<file path="src/rtl/if_pkg.sv">
// Shared types and constants for the MIPS instruction-fetch stage.
package if_pkg;

   typedef enum logic [1:0] {
      IDLE  = 2'd0,
      FETCH = 2'd1,
      HOLD  = 2'd2,
      DRAIN = 2'd3
   } if_state_t;

   localparam logic [31:0] NOP_INSTR = 32'h0000_0000;
   localparam int          PC_INC    = 4;

endpackage

</file>
<file path="src/rtl/if_id_reg.sv">
// IF/ID pipeline register; flush beats enable and loads a NOP bubble.
import if_pkg::*;

module if_id_reg #(
   parameter int ADDR_W = 32,
   parameter int DATA_W = 32
) (
   input  logic              clk,
   input  logic              rst_n,
   input  logic              enable,
   input  logic              flush,
   input  logic [DATA_W-1:0] instr,
   input  logic [ADDR_W-1:0] pc_plus4,
   input  logic              valid,
   output logic [DATA_W-1:0] if_id_instr,
   output logic [ADDR_W-1:0] if_id_pc_plus4,
   output logic              if_id_valid
);

   always_ff @(posedge clk) begin
      if (!rst_n || flush) begin
         if_id_instr    <= DATA_W'(NOP_INSTR);
         if_id_pc_plus4 <= '0;
         if_id_valid    <= 1'b0;
      end else if (enable) begin
         if_id_instr    <= instr;
         if_id_pc_plus4 <= pc_plus4;
         if_id_valid    <= valid;
      end
   end

endmodule

</file>
<file path="src/rtl/if_stage.sv">
// Instruction-fetch stage: PC, imem requests, stall hold buffer, redirect drain.
// Define IF_PERF_CNT_EN to add the stall/flush performance counters.
import if_pkg::*;

module if_stage #(
   parameter logic [31:0] RESET_PC = 32'h0000_0000,
   parameter int          ADDR_W   = 32,
   parameter int          DATA_W   = 32
) (
   input  logic              clk,
   input  logic              rst_n,
   input  logic              pc_write_enable,
   input  logic              if_id_write_enable,
   input  logic              redirect_valid,
   input  logic [ADDR_W-1:0] redirect_pc,
   output logic              imem_req,
   output logic [ADDR_W-1:0] imem_addr,
   input  logic              imem_ready,
   input  logic [DATA_W-1:0] imem_rdata,
   output logic [DATA_W-1:0] if_id_instr,
   output logic [ADDR_W-1:0] if_id_pc_plus4,
   output logic              if_id_valid
`ifdef IF_PERF_CNT_EN
   ,
   output logic [31:0]       perf_stall_cnt,
   output logic [31:0]       perf_flush_cnt
`endif
);

   if_state_t         state, state_n;
   logic [ADDR_W-1:0] pc, pc_n, pc_plus4;
   logic [ADDR_W-1:0] drain_addr, drain_addr_n;
   logic [DATA_W-1:0] hold_instr, hold_instr_n;
   logic [ADDR_W-1:0] hold_pc4, hold_pc4_n;
   logic              hold_valid, hold_valid_n;

   logic              ld_en, ld_flush, ld_valid;
   logic [DATA_W-1:0] ld_instr;
   logic [ADDR_W-1:0] ld_pc4;

   assign pc_plus4  = pc + ADDR_W'(PC_INC);
   assign imem_req  = (state == FETCH) || (state == DRAIN);
   assign imem_addr = (state == DRAIN) ? drain_addr : pc;

   always_ff @(posedge clk) begin
      if (!rst_n) begin
         state      <= IDLE;
         pc         <= ADDR_W'(RESET_PC);
         drain_addr <= '0;
         hold_instr <= '0;
         hold_pc4   <= '0;
         hold_valid <= 1'b0;
      end else begin
         state      <= state_n;
         pc         <= pc_n;
         drain_addr <= drain_addr_n;
         hold_instr <= hold_instr_n;
         hold_pc4   <= hold_pc4_n;
         hold_valid <= hold_valid_n;
      end
   end

   always_comb begin
      state_n      = state;
      pc_n         = pc;
      drain_addr_n = drain_addr;
      hold_instr_n = hold_instr;
      hold_pc4_n   = hold_pc4;
      hold_valid_n = hold_valid;
      ld_en        = 1'b0;
      ld_flush     = 1'b0;
      ld_instr     = DATA_W'(NOP_INSTR);
      ld_pc4       = '0;
      ld_valid     = 1'b0;

      if (redirect_valid) begin
         pc_n         = {redirect_pc[ADDR_W-1:2], 2'b00};
         ld_flush     = 1'b1;
         hold_valid_n = 1'b0;
         case (state)
            // a pending request keeps its address until the memory accepts it
            FETCH:   if (!imem_ready) begin
                        drain_addr_n = pc;
                        state_n      = DRAIN;
                     end
            DRAIN:   state_n = DRAIN;
            default: state_n = FETCH;
         endcase
      end else begin
         case (state)
            IDLE: state_n = FETCH;
            FETCH: begin
               if (imem_ready) begin
                  if (if_id_write_enable) begin
                     ld_en    = 1'b1;
                     ld_instr = imem_rdata;
                     ld_pc4   = pc_plus4;
                     ld_valid = 1'b1;
                     if (pc_write_enable) pc_n = pc_plus4;
                  end else begin
                     hold_instr_n = imem_rdata;
                     hold_pc4_n   = pc_plus4;
                     hold_valid_n = 1'b1;
                     state_n      = HOLD;
                  end
               end else if (if_id_write_enable) begin
                  ld_en = 1'b1;
               end
            end
            HOLD: begin
               if (if_id_write_enable) begin
                  ld_en        = 1'b1;
                  ld_instr     = hold_instr;
                  ld_pc4       = hold_pc4;
                  ld_valid     = hold_valid;
                  hold_valid_n = 1'b0;
                  pc_n         = pc_plus4;
                  state_n      = FETCH;
               end
            end
            DRAIN: begin
               ld_en = if_id_write_enable;
               if (imem_ready) state_n = FETCH;
            end
            default: state_n = IDLE;
         endcase
      end
   end

   if_id_reg #(.ADDR_W(ADDR_W), .DATA_W(DATA_W)) u_if_id_reg (
      .clk            (clk),
      .rst_n          (rst_n),
      .enable         (ld_en),
      .flush          (ld_flush),
      .instr          (ld_instr),
      .pc_plus4       (ld_pc4),
      .valid          (ld_valid),
      .if_id_instr    (if_id_instr),
      .if_id_pc_plus4 (if_id_pc_plus4),
      .if_id_valid    (if_id_valid)
   );

`ifdef IF_PERF_CNT_EN
   always_ff @(posedge clk) begin
      if (!rst_n) begin
         perf_stall_cnt <= '0;
         perf_flush_cnt <= '0;
      end else begin
         if (!if_id_write_enable) perf_stall_cnt <= perf_stall_cnt + 32'd1;
         if (redirect_valid)      perf_flush_cnt <= perf_flush_cnt + 32'd1;
      end
   end
`endif

endmodule

</file>
<file path="config.mk">
export PLATFORM = sky130hd
export DESIGN_NAME = if_stage
export DESIGN_NICKNAME = d
export VERILOG_FILES = /design/src/rtl/if_pkg.sv /design/src/rtl/if_id_reg.sv /design/src/rtl/if_stage.sv
export SDC_FILE = /design/constraint.sdc
export NUM_CORES = 1
export LEC_CHECK = 0
export ABC_AREA = 0
export BUFFER_PORTS_ARGS = -buffer_cell sky130_fd_sc_hd__buf_2
export CELL_PAD_IN_SITES_DETAIL_PLACEMENT = 1
export CELL_PAD_IN_SITES_GLOBAL_PLACEMENT = 2
export CORE_ASPECT_RATIO = 0.75
export CORE_MARGIN = 10
export CORE_UTILIZATION = 26
export DETAILED_ROUTE_END_ITERATION = 8
export GPL_TIMING_DRIVEN = 0
export PLACE_DENSITY_LB_ADDON = 0.1
export SLEW_MARGIN = 10
export SYNTH_ARGS = -nofsm -noshare
export SYNTH_HDL_FRONTEND = slang
export SYNTH_SLANG_ARGS = --single-unit
</file>
<file path="constraint.sdc">
create_clock -name clk -period 1.95 [get_ports clk]
set_input_delay 0.39 -clock clk [delete_from_list [all_inputs] [get_ports clk]]
set_output_delay 0.39 -clock clk [all_outputs]
set_load 0.02 [all_outputs]
</file>
# After elaboration in Yosys (flattened, before gate mapping)
# Cells that the tools add are included.
dict set report op_classes {
  add_sub_neg 1
  n_eq_ne 15
  muxes 37
  n_bitwise 4
  reduce_logical 14
}
# operator count
set ops {}
lappend ops {{32-bit 2-to-1 mux} 14}
lappend ops {{32-bit case mux with 2 select lines} 3}
lappend ops {{32-bit by 3-bit adder with 32-bit output, second input constant} 1}
lappend ops {{3-bit inequality test, second input constant} 7}
lappend ops {{5-bit AND reduction} 3}
lappend ops {{2-bit 2-to-1 mux} 6}
lappend ops {{2-bit inequality test, second input constant} 5}
lappend ops {{1-bit 2-to-1 mux} 9}
lappend ops {{2-bit case mux with 4 select lines} 1}
lappend ops {{4-bit AND reduction} 2}
lappend ops {{1-bit case mux with 2 select lines} 3}
lappend ops {{2-bit equality test, second input constant} 2}
lappend ops {{1-bit inverter} 4}
lappend ops {{2-bit case mux with 2 select lines} 1}
lappend ops {{2-bit OR reduction} 2}
lappend ops {{3-bit AND reduction} 1}
lappend ops {{3-bit nonzero test} 1}
lappend ops {{2-bit by 1-bit equality test with 1-bit output, second input constant} 1}
lappend ops {{2-bit zero test} 1}
lappend ops {{1-bit logical OR} 2}
lappend ops {{2-bit nonzero test} 1}
lappend ops {{1-bit zero test} 1}
dict set report word_totals {
  reg_bits 196
  input_bits 70
  out_inout_bits 98
  elab_cells 81
}

# Longest topological paths before layout
# Gate-level depths: netlist of run 1.
dict set report depth {
  word_depth 6
  depth_mapped 10
  depth_no_buf 7
}

# Hierarchy
# From an unflattened synthesis of run 1, not the netlist that was laid out.
dict set report hier_totals {
  hier_cells 1106
  area_unflattened_um2 8994.9
}
# module n_inst cells_each area_each_um2 seq_area_each_um2
set by_module_without_submodules {}
lappend by_module_without_submodules {if_stage 1 896 6640.1 2502.4}
lappend by_module_without_submodules {if_id_reg 1 210 2354.8 1301.2}

# Worst setup path after synthesis of run 1
# Ideal clock, no wire load.
dict set report synth_path {
  path_kind {register to register}
  from {register state[0]}
  to {register u_if_id_reg.if_id_pc_plus4[29]}
  setup_ns 0.076
  arrival_time_ns 2.058
  required_time_ns 1.874
  setup_slack_ns -0.184
  stages_incl_launch_ff 11
  path_buffers 3
  period_less_slack_ns 2.134
  cell_sequence {dfxtp_1 > inv_1 > ha_1 > or3b_1 > clkbuf_1 > nor2_1 > and2_1 > clkbuf_1 > clkbuf_1 > a22oi_1 > o22ai_1}
}
dict set report synth_between {
  elab_chain_cells 4
  elab_cells_between_ends 8
  classes_between {eq/ne: 3; mux: 4; reduce/logical: 1}
}
# element line_no
set synth_lines {}
lappend synth_lines {{start: declaration} if_stage.sv:30} ;# if_state_t state, state_n;
lappend synth_lines {{start signal: assignment} if_stage.sv:54} ;# state <= state_n;
lappend synth_lines {{2-bit by 1-bit equality test with 1-bit output or 2-bit equality test (tied branches)} if_stage.sv:90} ;# case (state)
lappend synth_lines {{2-bit OR reduction (no source line)} n/a}
lappend synth_lines {{1-bit case mux with 2 select lines} if_stage.sv:90}
lappend synth_lines {{1-bit 2-to-1 mux} if_stage.sv:76} ;# if (redirect_valid) begin
lappend synth_lines {{end signal: assignment} if_id_reg.sv:27} ;# if_id_pc_plus4 <= pc_plus4;
lappend synth_lines {{end: declaration} if_id_reg.sv:16} ;# output logic [ADDR_W-1:0] if_id_pc_plus4,
# Parallel ways exist; a longest one is shown, timed or not.
# A chain may end at the register's enable or synchronous reset.

# Worst setup path in the final report of run 1
dict set report layout_path {
  from {register pc[4]}
  to {register u_if_id_reg.if_id_pc_plus4[31]}
}
dict set report layout_between {
  elab_chain_cells 5
}
# element line_no
set layout_lines {}
lappend layout_lines {{start: declaration} if_stage.sv:31} ;# logic [ADDR_W-1:0] pc, pc_n, pc_plus4;
lappend layout_lines {{start signal: assignment} if_stage.sv:48} ;# pc <= ADDR_W'(RESET_PC);
lappend layout_lines {{start signal: assignment} if_stage.sv:55} ;# pc <= pc_n;
lappend layout_lines {{32-bit by 3-bit adder with 32-bit output} if_stage.sv:41} ;# assign pc_plus4 = pc + ADDR_W'(PC_INC);
lappend layout_lines {{32-bit 2-to-1 mux} if_stage.sv:94} ;# if (if_id_write_enable) begin
lappend layout_lines {{32-bit 2-to-1 mux} if_stage.sv:93} ;# if (imem_ready) begin
lappend layout_lines {{32-bit case mux with 2 select lines} if_stage.sv:90}
lappend layout_lines {{32-bit 2-to-1 mux} if_stage.sv:76}
# No other way between the ends.

==> impl_metrics.tcl, run 1 <==
set metrics [dict create \
    status "finished, violations left" \
    violations "setup timing" \
    ys_types 54 \
    synth_edf_count 0 \
    ctsRootBufferMaster "clkbuf_16" \
    critPathCaptureType "flip-flop" \
    synth_top_family_by_area "compound AO/OA/AOI/OAI gates" \
    htree_levels 4 \
    fin_area_mm2 0.0129 \
    synth_fa_ha_area_share_pct 0.724 \
    hold_class "input port to flip-flop" \
    layout.cells.non_filler 1723 \
    netlist_instances 1027 \
    cp.arrival_ns 2.57 \
    worstSetupStartpointType "flip-flop" \
    cts_tree "built" \
    finalCritPeriodShare_pct 112 \
    crit_path_cell_trace "buf_6 > nand4_1 > or4_4 > buf_12 > buf_12 > nor4_4 > o21ai_2 > a211oi_2" \
    clkSlewWorstSetupHoldPaths_ns 0.07 \
    muxShareOfSynthArea_pct 4.26 \
    power_mw 10.3 \
    dp_cells 1632 \
    yosysMostFrequentCell "dfxtp_1" \
    r2r-end "u_if_id_reg.if_id_pc_plus4[31]" \
    cts_made_buffers 17 \
    cpMaxStageDelayCell "or4_4" \
    rsz0062_at_grt "yes" \
    clock_latency_ns 0.47 \
    finalMaxSlewViolations 0 \
    cts_sinks 188 \
    drt-total-wl_um 37200 \
    rows 57 \
    relSlewSlack_pct 47.4 \
    grt_start_max_net_pins 17 \
    io-pin-count 168 \
    worstMarginPinSlew_ns 0.789 \
    synth_top_area_share_pct 43.6 \
    cp_common_cell "buf_12" \
    route.detailed.drc 0 \
    num_vias 8537 \
    drt-vias-per-instance 4.95 \
    dr.pass1.iters 5 \
    synth_area_leader_cell "dfxtp_1" \
    fp.dieArea_mm2 0.0410 \
    nets 1343 \
    seq_area_frac_synth_pct 43.6 \
    synthFlopType "dfxtp_1" \
    start_util_pct 26.5 \
    grt_pass1_wl_um 55900 \
    synth-simple-area-share_pct 17.9 \
    synth_xor_area_share_pct 4.67 \
    grt_overflow 0 \
    path_class "flip-flop to flip-flop" \
    r2r_start "pc[4]" \
    hpwl_um 26800 \
    die_w_um 230 \
    hold_viol 0 \
    post_drt_wl_per_cell_um 21.6 \
    clockBufferDepth 2 \
    drive_above_1_share_pct 39.3 \
    min_to "pc[20]" \
    ir_worst_vdd_mv 0.554 \
    crit_family "simple AND/OR/NAND/NOR gates" \
    ff2ff_path_depth 8 \
    synthTopCellsByArea "dfxtp_1 (44%), nand2_1 (6.6%), a21oi_1 (6.1%)" \
    antenna_found_initial 0 \
    ant_nets 0 \
    port_buffers 160 \
    grt_pass1_vias 8912 \
    async_reset_ff_share_pct 0 \
    synth_warnings 0 \
    pwr_density_cell_mw_per_mm2 797 \
    worst-path-buf-inv 3 \
    place_ws_ns -0.916 \
    ys_ff_latch 188 \
    post-route-min-period_ns 2.19 \
    hold_ws_ns 0.167 \
    drtIter0Drc 414 \
    critPathMaxStageDelay_ns 0.54 \
    maxCapViolations 0 \
    hp-start "redirect_pc[20]" \
    avgSynthCellArea_um2 8.41 \
    ff2ff_setup_slack_ns -0.24 \
    fin_util_pct 39.5 \
    die_y_um 178 \
    final.setup.worst_slack_ns -0.244 \
    p_leak_nw 4.90 \
    max_clock_freq_mhz 456 \
    synthesis.area_mm2 0.00864 \
    synth_common_cells "dfxtp_1 (188), nand2_1 (151), a21oi_1 (106)" \
    fin_skew_ns 0.0161 \
    syn_to_final_growth_pct 49.1 \
    globalRouteTotalUtil_pct 17.7 \
    placement.cell_area_mm2 0.0100 \
    diodes 0 \
    place_congestion 0.806 \
    crit_required_ns 2.33 \
    setup_viol 81 \
    whs_path_depth 3 \
    core_mm2 0.0326 \
    synth_compound_area_share_pct 22.8 \
    setup_tns_ns -10.80 \
    worstPathMaxFanout 5 \
]
[worst reg2reg max path: stages (launching register included)]
cell and delay, ns:
dfxtp_1 0.34, buf_6 0.10, nand4_1 0.23, or4_4 0.54, buf_12 0.16, buf_12 0.13, nor4_4 0.31, o21ai_2 0.10
a211oi_2 0.20
[area by class of cell]
type | instances | area [um^2]
clock inverter | 11 | 189
inverter | 7 | 26.3
buffer | 93 | 791
sequential | 188 | 3800
clock buffer | 21 | 470
tap | 442 | 553
fill | 3720 | 19700
timing repair buffer | 238 | 1770
multi-input combinational | 723 | 5270
[report_power, final]
group	total (mW)	internal, mW	switching, mW	leakage, nW
Sequential	4.09	3.96	0.125	1.53
Combinational	2.13	0.939	1.19	3.05
Clock	4.04	2.38	1.66	0.319
Total	10.3	7.28	2.98	4.90
[timing repair]
action | 4_1_cts | 5_1_grt
setup endpoints to repair | 218 | 207
setup buffers | 49 | 21
pin swaps | 63 | 70
resized for setup | 239 | 187
hold buffers | 0 | 0
gates cloned | 3 | 7
[registers in the layout, indices dropped and copies added (netlist names)]
| name | flops |
|---|---|
| u_if_id_reg.if_id_pc_plus4 | 30 |
| pc | 30 |
| u_if_id_reg.if_id_instr | 32 |
| hold_instr | 32 |
| drain_addr | 30 |
| hold_pc4 | 30 |
| u_if_id_reg.if_id_valid | 1 |
| state | 2 |
| hold_valid | 1 |
[metal layers]
metal | part of all wire, % | GRT usage [%]
met1 | 50 | 24.6
met2 | 46 | 28.1
met3 | 3.5 | 3.22
met4 | 0.70 | 3.69
met5 | 0 | 0
[worst max-delay path by stage]
stage	cells after the start	start	endpoint
finish	8	pc[4]	u_if_id_reg.if_id_pc_plus4[31]
global route	4	state[1]	imem_addr[5]
CTS	4	state[1]	imem_addr[2]
detailed placement	7	redirect_valid	drain_addr[31]
global placement	7	redirect_valid	drain_addr[31]
floorplan	8	state[0]	pc[29]
[layout by cell type, fill, tap and decap left out, types with 14 or more instances in the layout]
cell / Yosys / routed
nor4_4: 2 / 15
a22oi_1: 60 / 46
clkbuf_1: 84 / 27
mux2_4: 0 / 24
clkbuf_16: 0 / 27
o21ai_0: 49 / 47
nand2_1: 151 / 146
a22o_1: 33 / 33
buf_4: 8 / 58
dfxtp_1: 188 / 173
a211oi_1: 19 / 16
buf_6: 3 / 62
nand3_1: 21 / 14
buf_2: 13 / 134
a22oi_2: 0 / 14
xnor2_1: 27 / 20
nor2_1: 76 / 65
a21oi_1: 106 / 103
[logic make-up (layout without fill, tap and decap cells)]
| kind of cell | after synthesis | count (layout) |
|---|---|---|
| compound gates | 313 | 313 |
| xor+xnor | 46 | 46 |
| fa+ha+maj | 5 | 5 |
| buf+inv | 119 | 370 |
| flops | 188 | 188 |
| mux | 33 | 33 |
| other cells | 1 | 4 |
| simple gates | 322 | 322 |
Note: power is estimated with default switching activity, not from simulation.
==> run 2: changes to the inputs <==
--- a/config.mk
+++ b/config.mk
@@ -14,8 +14,7 @@
 export CORE_UTILIZATION = 26
 export DETAILED_ROUTE_END_ITERATION = 8
 export GPL_TIMING_DRIVEN = 0
-export PLACE_DENSITY_LB_ADDON = 0.1
-export SLEW_MARGIN = 10
+export PLACE_DENSITY = 0.73
 export SYNTH_ARGS = -nofsm -noshare
 export SYNTH_HDL_FRONTEND = slang
 export SYNTH_SLANG_ARGS = --single-unit
==> run 2 against run 1 <==
The flow still finishes with violations (setup timing); first-iteration DRC count is 18% higher; die area stayed put; core utilization is 0.63 points lower; global-route usage is 0.43 points lower; via count is 1.8% higher; flip-flop and latch count stayed put; non-clock buffer count is 1 higher; clock power is 5.7% lower; worst hold slack better by 0.0077 ns; count of clock-buffer cells in the layout is 2 lower; critical endpoint is now imem_addr[14]; largest cell class unchanged.
==> impl_metrics.tcl, run 2 (synthesized netlist as in run 1, its figures left out) <==
set metrics [dict create \
    status "finished, violations left" \
    violations "setup timing" \
    hold_viol 0 \
    drt-total-wl_um 37000 \
    num_vias 8692 \
    clock_latency_ns 0.46 \
    hpwl_um 26400 \
    rows 57 \
    fin_area_mm2 0.0127 \
    layout.cells.non_filler 1724 \
    io-pin-count 168 \
    hold_class "input port to flip-flop" \
    die_y_um 178 \
    route.detailed.drc 0 \
    fin_skew_ns 0.00939 \
    seqCellArea_mm2 0.00380 \
    p_leak_nw 4.85 \
    grt_start_max_net_pins 17 \
    path_class "flip-flop to primary output" \
    fillCellCount 3780 \
    use_met1_pct 23.3 \
    path_depth 4 \
    drt-vias-per-instance 5.04 \
    fp.dieArea_mm2 0.0410 \
    grt_busiest_layer "met2" \
    grt_use_met2_pct 27.5 \
    post-route-min-period_ns 2.14 \
    start_util_pct 26.5 \
    clkPwrFrac_pct 38.0 \
    relSlewSlack_pct 47.6 \
    final.setup.worst_slack_ns -0.191 \
    hold_buffers 0 \
    multi_input_area_mm2 0.00512 \
    cp.arrival_ns 1.75 \
    ir_worst_vdd_mv 0.496 \
    cts_tree "built" \
    dr.pass1.iters 5 \
    cellInternalPower_mw 7.05 \
    die_w_um 230 \
    grt_pass1_vias 8957 \
    ff2ff_setup_slack_ns -0.16 \
    syn_to_final_growth_pct 46.7 \
    worstSetupStartpointType "flip-flop" \
    power_frac_comb_pct 21.1 \
    worstPathMaxFanout 10 \
    pwr_density_cell_mw_per_mm2 790 \
    worstMarginPinSlew_ns 0.786 \
    cts_sinks 188 \
    dp_cells 1632 \
    top_regs "hold_instr (32), u_if_id_reg.if_id_instr (32)" \
    cts_made_buffers 17 \
    finalCritPeriodShare_pct 110 \
    critPathMaxStageDelay_ns 0.37 \
    maxCapViolations 0 \
    ff2ff_path_depth 8 \
    seqPwrFrac_pct 40.8 \
    worst-path-buf-inv 2 \
    place_congestion 0.821 \
    setup_viol 109 \
    max_clock_freq_mhz 467 \
    drtIter0Drc 488 \
    final_cell_mix "dfxtp_1 (172), buf_2 (147), nand2_1 (145)" \
    placement.cell_area_mm2 0.0100 \
    switchingPower_mw 2.95 \
    nets 1344 \
    antenna_found_initial 3 \
    swShare_pct 29.5 \
    crit_family "flip-flops" \
    clockBufferDepth 2 \
    r2r-end "pc[29]" \
    htree_levels 4 \
    globalRouteTotalUtil_pct 17.3 \
    critPathCaptureType "primary output" \
    mostFrequentLayoutCell "dfxtp_1" \
    r2r_start "state[0]" \
    critical_path.endpoint "imem_addr[14]" \
    core_mm2 0.0326 \
    drive_above_1_share_pct 38.2 \
    ctsRootBufferMaster "clkbuf_16" \
    grt_pass1_wl_um 54800 \
    crit_path_cell_trace "ha_4 > clkbuf_16 > mux2_2 > buf_2" \
    finalMaxSlewViolations 0 \
    startpoint "state[1]" \
    grt_overflow 0 \
    cpMaxStageDelayCell "dfxtp_4" \
    ant_nets 0 \
    rsz0062_at_grt "yes" \
    met3_usage_pct 4.50 \
    post_drt_wl_per_cell_um 21.5 \
    crit_required_ns 1.56 \
    port_buffers 160 \
    clkSlewWorstSetupHoldPaths_ns 0.07 \
]
-- run 2: cell types whose count changed in the layout (fill, tap and decap cells not counted), sizes merged --
cell / previous run / this run
clkinv: 4 / 3
clkbuf: 86 / 76
diode: 0 / 2
bufinv: 5 / 4
buf: 266 / 275
inv: 7 / 9
-- run 2: timing repair --
item	in CTS	in global routing
pin swaps	35	33
buffers inserted	37	25
gates cloned	3	8
endpoints found under the setup margin	218	191
endpoints found under the hold margin	0	0
gates resized for setup	204	185
-- run 2: per-layer routing --
layer | vias up | routed length, um | share of wire [%]
met1 | 4377 | 17500 | 47
li1 | 4126 | - | -
met3 | 22 | 1950 | 5.3
met2 | 167 | 17300 | 47
met5 | - | 0 | 0
met4 | 0 | 309 | 0.83
-- run 2: stage by stage --
step / power [mW] / hold slack, ns / TNS [ns] / setup WS (ns) / utilization (%)
after floorplan: 5.03 / 0.433 / -0.0124 / -0.0124 / -
after global placement: 5.60 / 0.438 / -123.23 / -0.881 / 30.8
after detailed placement: 5.62 / 0.447 / -127.53 / -0.846 / 30.8
after CTS: 9.76 / 0.146 / -7.46 / -0.205 / 35.9
after global routing: 10.4 / 0.164 / -19.79 / -0.262 / 38.8
final: 10.0 / 0.174 / -9.93 / -0.191 / 38.9
-- run 2: area by class of cell --
type,instances,area share [%]
diodes,2,0.0395
plain buffers,99,7.08
clock buffers,19,3.50
clock inverters,11,1.32
inverters,7,0.207
multi-input cells,723,40.4
flip-flops and latches,188,30.0
well taps,442,4.37
repair buffers,233,13.1
-- run 2: worst reg2reg max path, stage by stage, from the launching register on --
cell	delay, ns
dfxtp_4	0.36
inv_1	0.09
ha_1	0.20
buf_8	0.16
nor2b_4	0.20
o21ai_4	0.13
or4_4	0.61
xnor2_1	0.15
a21oi_1	0.08
-- run 2: how the worst min path moves through the flow --
stage	slack, ns	endpoint	start	depth (start not counted)
2_1_floorplan	0.43	drain_addr[10]	drain_addr[10]	2
3_3_place_gp	0.44	drain_addr[26]	drain_addr[26]	2
3_5_place_dp	0.45	drain_addr[13]	drain_addr[13]	2
4_1_cts	0.15	pc[30]	redirect_pc[30]	3
5_1_grt	0.16	pc[30]	redirect_pc[30]	3
6_report	0.17	pc[30]	redirect_pc[30]	3
-- run 2: power by group through the flow --
stage          clock network [mW]  registers [mW]  logic [mW]
3_5_place_dp                    0            4.12        1.50
2_1_floorplan                   0            4.10       0.929
6_report                     3.81            4.09        2.11
3_3_place_gp                    0            4.12        1.48
5_1_grt                      4.05            4.10        2.27
4_1_cts                      3.89            4.08        1.79
==> run 3: changes to the inputs <==
--- a/config.mk
+++ b/config.mk
@@ -7,14 +7,12 @@
 export LEC_CHECK = 0
 export ABC_AREA = 0
 export BUFFER_PORTS_ARGS = -buffer_cell sky130_fd_sc_hd__buf_2
-export CELL_PAD_IN_SITES_DETAIL_PLACEMENT = 1
-export CELL_PAD_IN_SITES_GLOBAL_PLACEMENT = 2
 export CORE_ASPECT_RATIO = 0.75
 export CORE_MARGIN = 10
 export CORE_UTILIZATION = 26
 export DETAILED_ROUTE_END_ITERATION = 8
 export GPL_TIMING_DRIVEN = 0
-export PLACE_DENSITY = 0.73
+export PLACE_DENSITY = 0.5
 export SYNTH_ARGS = -nofsm -noshare
 export SYNTH_HDL_FRONTEND = slang
 export SYNTH_SLANG_ARGS = --single-unit
==> constraint.sdc (replaced) <==
create_clock -name clk -period 1.95 [get_ports clk]
set_input_delay 0.39 -clock clk [delete_from_list [all_inputs] [get_ports clk]]
set_output_delay 0.39 -clock clk [all_outputs]
set_load 0.05 [all_outputs]
==> run 3 against run 2 <==
The run still ends with setup timing left; global-route usage fell by 1.5 points; core utilization fell by 1.3 points; non-clock buffer count fell by 12; wire length fell by 8.9%; worst hold slack got worse by 0.0019 ns; die area did not move; register-to-register slack improved by 0.04 ns; clock skew rose by 0.011 ns; cell count fell by 0.58%; combinational power rose by 3%; critical path type unchanged; critical endpoint is now imem_addr[6].
==> impl_metrics.tcl, run 3 (synthesized netlist as in run 1, its figures left out) <==
set metrics [dict create \
    place_congestion 0.878 \
    clkPwrFrac_pct 35.5 \
    status "finished, violations left" \
    hold_class "input port to flip-flop" \
    cpMaxStageDelayCell "dfxtp_4" \
    cts_sinks 188 \
    whs_path_depth 3 \
    post_drt_wl_per_cell_um 19.7 \
    drt-vias-per-instance 4.94 \
    maxCapViolations 0 \
    rows 57 \
    critPathMaxStageDelay_ns 0.37 \
    fin_util_pct 37.6 \
    clock_latency_ns 0.46 \
    ir_worst_vdd_mv 0.454 \
    r2r_start "pc[2]" \
    min_to "hold_instr[19]" \
    mostFrequentLayoutCell "dfxtp_1" \
    multi_input_area_mm2 0.00496 \
    pwr_density_cell_mw_per_mm2 791 \
    top_regs "hold_instr (32), u_if_id_reg.if_id_instr (32)" \
    critPathCaptureType "primary output" \
    route.detailed.drc 0 \
    r2r-end "pc[28]" \
    hpwl_um 24600 \
    placement.cell_area_mm2 0.0100 \
    cp.arrival_ns 1.76 \
    violations "setup timing" \
    start_util_pct 26.5 \
    path_class "flip-flop to primary output" \
    finalCritPeriodShare_pct 110 \
    syn_to_final_growth_pct 41.9 \
    crit_required_ns 1.56 \
    drive_above_1_share_pct 36.5 \
    htree_levels 4 \
    cts_tree "built" \
    finalMaxSlewViolations 0 \
    fin_skew_ns 0.0204 \
    die_w_um 230 \
    cts_made_buffers 17 \
    globalRouteTotalUtil_pct 15.8 \
    hold_viol 0 \
    worstMarginPinSlew_ns 0.810 \
    post-route-min-period_ns 2.15 \
    fin_area_mm2 0.0123 \
    crit_path_cell_trace "ha_4 > clkbuf_16 > mux2_2 > buf_6" \
    hold_buffers 0 \
    max_clock_freq_mhz 466 \
    layout.cells.non_filler 1714 \
    drt-total-wl_um 33700 \
    ant_nets 0 \
    grt_start_max_net_pins 19 \
    grt_pass1_wl_um 49800 \
    seqCellArea_mm2 0.00380 \
    seqPwrFrac_pct 42.0 \
    ff2ff_path_depth 6 \
    worstSetupStartpointType "flip-flop" \
    clockBufferDepth 2 \
    fillCellCount 3345 \
    rsz0062_at_grt "yes" \
    hold_ws_ns 0.172 \
    relSlewSlack_pct 46.0 \
    worstPathMaxFanout 10 \
    die_y_um 178 \
    grt_overflow 0 \
    ff2ff_setup_slack_ns -0.12 \
    power_frac_comb_pct 22.5 \
    final.setup.worst_slack_ns -0.197 \
    nets 1332 \
    num_vias 8462 \
    clkSlewWorstSetupHoldPaths_ns 0.08 \
    ctsRootBufferMaster "clkbuf_16" \
    place_ws_ns -0.803 \
    port_buffers 160 \
    dr.pass1.iters 5 \
    io-pin-count 168 \
    setup_viol 47 \
    grt_pass1_vias 8141 \
    core_mm2 0.0326 \
    fp.dieArea_mm2 0.0410 \
    cellInternalPower_mw 6.53 \
    swShare_pct 32.7 \
    antenna_found_initial 3 \
    p_leak_nw 4.64 \
    final_cell_mix "dfxtp_1 (171), nand2_1 (148), buf_2 (138)" \
    hp-start "imem_rdata[19]" \
    drtIter0Drc 677 \
    dp_cells 1632 \
    switchingPower_mw 3.17 \
]
==> run 3: cell types whose count changed in the layout (fill, tap and decap cells not counted), sizes merged <==
cell    change
buf        -12
inv         +6
bufinv      -4
clkbuf      -2
clkinv      +1
diode       +1
==> run 3: critical path: cells and delay by family, from the launching register on <==
family / cells / cell delay [ns]
fa+ha+maj: 1 / 0.22
mux: 1 / 0.35
buf+inv: 2 / 0.35
flops: 1 / 0.37
==> run 3: cell type report <==
type	instances	area share, %
Timing Repair Buffer	224	13.1
Clock inverter	14	1.03
Tap cell	442	4.51
Inverter	7	0.214
Clock buffer	17	3.47
Multi-Input combinational cell	723	40.5
Antenna cell	3	0.0612
Sequential cell	188	31.0
Buffer	96	6.14
==> run 3: repair_timing <==
action | 4_1_cts | 5_1_grt
endpoints found under the setup margin | 218 | 213
gates resized for setup | 218 | 128
buffers inserted | 20 | 40
cloned | 1 | 3
pin swaps | 25 | 37
==> run 3: how the worst max path moves through the flow <==
stage	end	cells after the start	slack, ns	from
3_5_place_dp	drain_addr[26]	7	-0.80	redirect_valid
4_1_cts	imem_addr[18]	4	-0.26	state[0]
5_1_grt	imem_addr[6]	4	-0.25	state[0]
3_3_place_gp	u_if_id_reg.if_id_instr[18]	7	-0.79	redirect_valid
2_1_floorplan	pc[29]	8	0.002	state[1]
6_report	imem_addr[6]	4	-0.20	state[0]
==> run 3: layer usage <==
| layer | GRT usage (%) | wire length (um) |
|---|---|---|
| met5 | 0 | 0 |
| met4 | 4.98 | 586 |
| met3 | 3.56 | 1940 |
| met2 | 24.4 | 15100 |
| met1 | 21.4 | 16200 |
==> run 3: per-stage QoR <==
stage	power [mW]	setup TNS (ns)
floorplan	5.21	0
finish	9.70	-6.07
global placement	5.74	-117.21
global route	10.1	-9.98
detailed placement	5.75	-119.24
CTS	9.47	-8.82
==> run 3: power groups by stage <==
stage	combinational, mW	sequential [mW]	clock [mW]
after floorplan	1.10	4.11	0
after global placement	1.63	4.12	0
after detailed placement	1.63	4.12	0
after CTS	1.90	4.07	3.50
after global routing	2.34	4.09	3.65
final	2.18	4.08	3.44
